### src/rtl/word_serializer.sv
// rtl/word_serializer.sv - frame-to-word serializer with back-to-back reload and flush
module word_serializer #(
  parameter int switch_bits = 1,
  parameter int data_width  = 8
) (
  input  logic                                      clk,
  input  logic                                      rst_n,
  input  logic                                      load_valid,
  output logic                                      load_ready,
  input  logic [(2**switch_bits)*data_width-1:0]    load_data,
  input  logic [switch_bits-1:0]                    load_count,
  output logic                                      out_valid,
  input  logic                                      out_ready,
  output logic [data_width-1:0]                     out_data,
  output logic [switch_bits-1:0]                    out_sel,
  output logic                                      out_last,
  input  logic                                      flush
);

  localparam int n_cell      = 2**switch_bits;
  localparam int frame_width = n_cell*data_width;

  typedef enum logic {
    IDLE = 1'b0,
    SEND = 1'b1
  } state_t;

  state_t                   state_q, state_d;
  logic [switch_bits-1:0]   sel_q, sel_d;
  logic [switch_bits-1:0]   count_q, count_d;
  logic [frame_width-1:0]   frame_q, frame_d;

  logic load_hs;
  logic out_hs;

  always_ff @(posedge clk or negedge rst_n) begin
    if (!rst_n) begin
      state_q <= IDLE;
      sel_q   <= '0;
      count_q <= '0;
      frame_q <= '0;
    end else begin
      state_q <= state_d;
      sel_q   <= sel_d;
      count_q <= count_d;
      frame_q <= frame_d;
    end
  end

  // flush wins over both handshakes; a load only lands when the current frame is done
  always_comb begin
    state_d = state_q;
    sel_d   = sel_q;
    count_d = count_q;
    frame_d = frame_q;
    load_hs = load_valid && load_ready && !flush;
    out_hs  = out_valid && out_ready;
    if (flush) begin
      state_d = IDLE;
      sel_d   = '0;
    end else if (load_hs) begin
      state_d = SEND;
      sel_d   = '0;
      count_d = load_count;
      frame_d = load_data;
    end else if (out_hs) begin
      if (out_last) begin
        state_d = IDLE;
        sel_d   = '0;
      end else begin
        sel_d = sel_q + switch_bits'(1);
      end
    end
  end

  always_comb begin
    out_valid  = (state_q == SEND);
    out_sel    = sel_q;
    out_last   = out_valid && (sel_q == count_q);
    out_data   = frame_q[sel_q*data_width +: data_width];
    load_ready = (state_q == IDLE) || (out_valid && out_ready && out_last);
  end

endmodule
### config.mk
export PLATFORM = sky130hd
export DESIGN_NAME = word_serializer
export DESIGN_NICKNAME = d
export VERILOG_FILES = /design/src/rtl/word_serializer.sv
export SDC_FILE = /design/constraint.sdc
export NUM_CORES = 1
export LEC_CHECK = 0
export ABC_AREA = 1
export CORE_UTILIZATION = 45
export CTS_CLUSTER_SIZE = 16
export DETAILED_ROUTE_END_ITERATION = 12
export PLACE_DENSITY_LB_ADDON = 0.25
export SLEW_MARGIN = 5
export SYNTH_ARGS = -nofsm -noshare
export SYNTH_HDL_FRONTEND = slang
export SYNTH_SLANG_ARGS = --single-unit
### constraint.sdc
create_clock -name clk -period 3.5 [get_ports clk]
set_input_delay 0.525 -clock clk [delete_from_list [all_inputs] [get_ports clk]]
set_output_delay 0.525 -clock clk [all_outputs]
set_load 0.01 [all_outputs]
==> flow_summary.ini <==
[flow_run]
max_cap_violations = 0

[sta]
final.setup.tns_ps = 0
fin_ws_ps = 955
min_period_ps = 2540
fin_crit_sh_pct = 72.7
slew_headroom_pct = 43.7
hold_viol_final = 0
grt_setup_unrepaired = no
fin_skew_ps = 1.68
setup_viol = 0
tightest_slew_ps = 841
slew_violations = 0
clock.fmax_ghz = 0.393

[setup_path]
cp_top_family = buffers and inverters
crit_buf_inv = 2
r2r_slack_ps = 1550
max_stage_delay_ps = 590
worstSetupStartpointType = flop
end_kind = output port
path_cells = inv_1 -> nand2_1 -> nand2_2 -> o21bai_4 -> clkdlybuf4s50_1
crit_type = reg -> out
slowest_stage = dfrtp_1
crit_arrival_ps = 2020
cp.required_ps = 2970
critPathMaxFanout = 12

[grt]
grt_pass1_vias = 764
antenna_found_initial = 0
grt.total_usage_pct = 20.1
grt_pass1_wl_um = 3150
grt_max_degree = 21
overflow = 0

[pwr]
powerDensity_nw_per_um2 = 414
ir_drop_mv = 0.212
p_leak_nw = 0.650

[yosys]
ys_seq_area_share_pct = 50.4
synth_cells = 118
synth_mux_area_share_pct = 0
netlist_area_sq_um = 943
synth_top_family_by_area = simple AND/OR/NAND/NOR gates
synthAdderAreaFrac_pct = 0
avgSynthCellArea_sq_um = 7.99
ys_ff_latch = 19
yosysWarningCount = 0
synth-simple-area-share_pct = 38.5
synth_nets = 140
synth-xor-area-share_pct = 0
synth_compound_area_share_pct = 4.11
yosysUniqueCellTypes = 15

[die]
die_h_um = 47.8
io_pins = 34
dieWidth_um = 47.8
start_util_pct = 48.1
coreArea_sq_um = 1960
die_area_sq_um = 2280
rows = 16

[clock_network]
cts_hold_buffers = 0
cts_max_path_buffers = 2
clock_latency_ps = 290
post-cts-setup-buffer-count = 0
postCtsResizedCells = 0
clock_sinks = 19
cts_buffers = 3
htreeDepth = 1
cts_tree = yes
clk_pin_slew_ps = 100
cts_root_buffer = clkbuf_4

[final_layout]
nets = 173
nFillCells = 185
multiInputGateArea_sq_um = 402
drive_above_1_share_pct = 6.00
instances_no_fill = 177
syn_to_final_growth_pct = 38.3
seq_area_sq_um = 475
antenna_cells = 0

[hold_path]
hp-class = reg -> reg

[routing]
initialDrtViolationCount = 24
remaining_drc_errors = 0
via_per_inst = 5.03
firstDrtPassIters = 4
detail-route-antenna-nets = 0
wl_per_cell_um = 12.1
routed_wl_um = 2140
vias = 891

[placed_design]
port_buffers = 33
dpl.hpwl_um = 1450
placedCellCount = 173
place_ws_ps = 1200
place.gp.congestion = 0.790

[run_status]
outcome = complete, no violations
[per-stage QoR]
stage	util (%)	total power (W)	hold WS, ps	instance area, sq um
CTS	66.5	0.000546	485	1310
global route	66.5	0.000575	502	1310
detailed placement	65.2	0.000437	459	1280
floorplan	-	0.000354	229	943
finish	66.5	0.000540	479	1310
global placement	65.2	0.000433	456	1280
[area by class of cell]
class                   count  share of cell area, %
repair buffers             35                   26.5
well taps                  27                   2.59
clock buffers               4                   2.01
flip-flops and latches     19                   36.4
inverters                   6                   1.73
multi-input cells          86                   30.8
[worst reg2reg max path: stages, from the launching register on]
cell	delay [ps]
dfrtp_1	590
inv_1	250
nand2_1	150
nand2_2	80
o21bai_4	110
buf_4	250
nand3_4	230
nand2_1	120
nand2_1	50
[where the power goes]
part           switching [W]  total [W]  internal, W
clock network      0.0000639   0.000108    0.0000443
registers          0.0000203   0.000274     0.000254
logic              0.0000745   0.000158    0.0000833
total               0.000159   0.000540     0.000381
[flip-flops by register name, summed over array words and instances, names as in the netlist]
name,count
out_valid,1
count_q,1
frame_q,16
out_sel,1
[worst paths after layout]
check / startpoint / end / depth (start not counted)
setup / recovery: out_sel / load_ready / 5
hold / removal: frame_q[6] / frame_q[6] / 2
setup reg to reg: out_sel / frame_q[2] / 8
hold reg to reg: frame_q[6] / frame_q[6] / 2
max in group asynchronous: rst_n / frame_q[5] / 1
min in group asynchronous: rst_n / frame_q[14] / 1
[synthesized netlist by cell type]
cell type	count	area, sq um
inv_1	5	18.8
o21bai_4	1	18.8
inv_2	1	3.75
buf_6	1	11.3
nand2_2	1	6.26
clkbuf_1	2	7.51
nand3_4	1	17.5
o21ai_0	1	5.00
buf_2	2	10.0
dfrtp_1	19	475
a21oi_1	3	15.0
nor2_1	1	3.75
nand2_1	61	229
nand4_1	17	106
buf_4	2	15.0
[routing by layer]
metal,GRT usage (%),up-vias,part of all wire [%]
met5,0,-,0
met4,9.44,0,1.1
met3,3.40,4,5.1
met2,34.6,30,50
met1,24.3,407,44
li1,-,450,-
[placed cells by master, fill, tap and decap left out]
cell and count:
a21oi_1 3, buf_4 2, clkbuf_1 1, clkbuf_4 3, clkdlybuf4s50_1 33, dfrtp_1 19
inv_1 5, inv_2 1, nand2_1 61, nand2_2 1, nand3_4 1, nand4_1 17
nor2_1 1, o21ai_0 1, o21bai_4 1
[cell families after synthesis]
logic type,Yosys count
AOI/OAI and AO/OA,5
buffers and inverters,13
DFF,19
and+or+nand+nor,81
(Power assumes the default switching activity.)
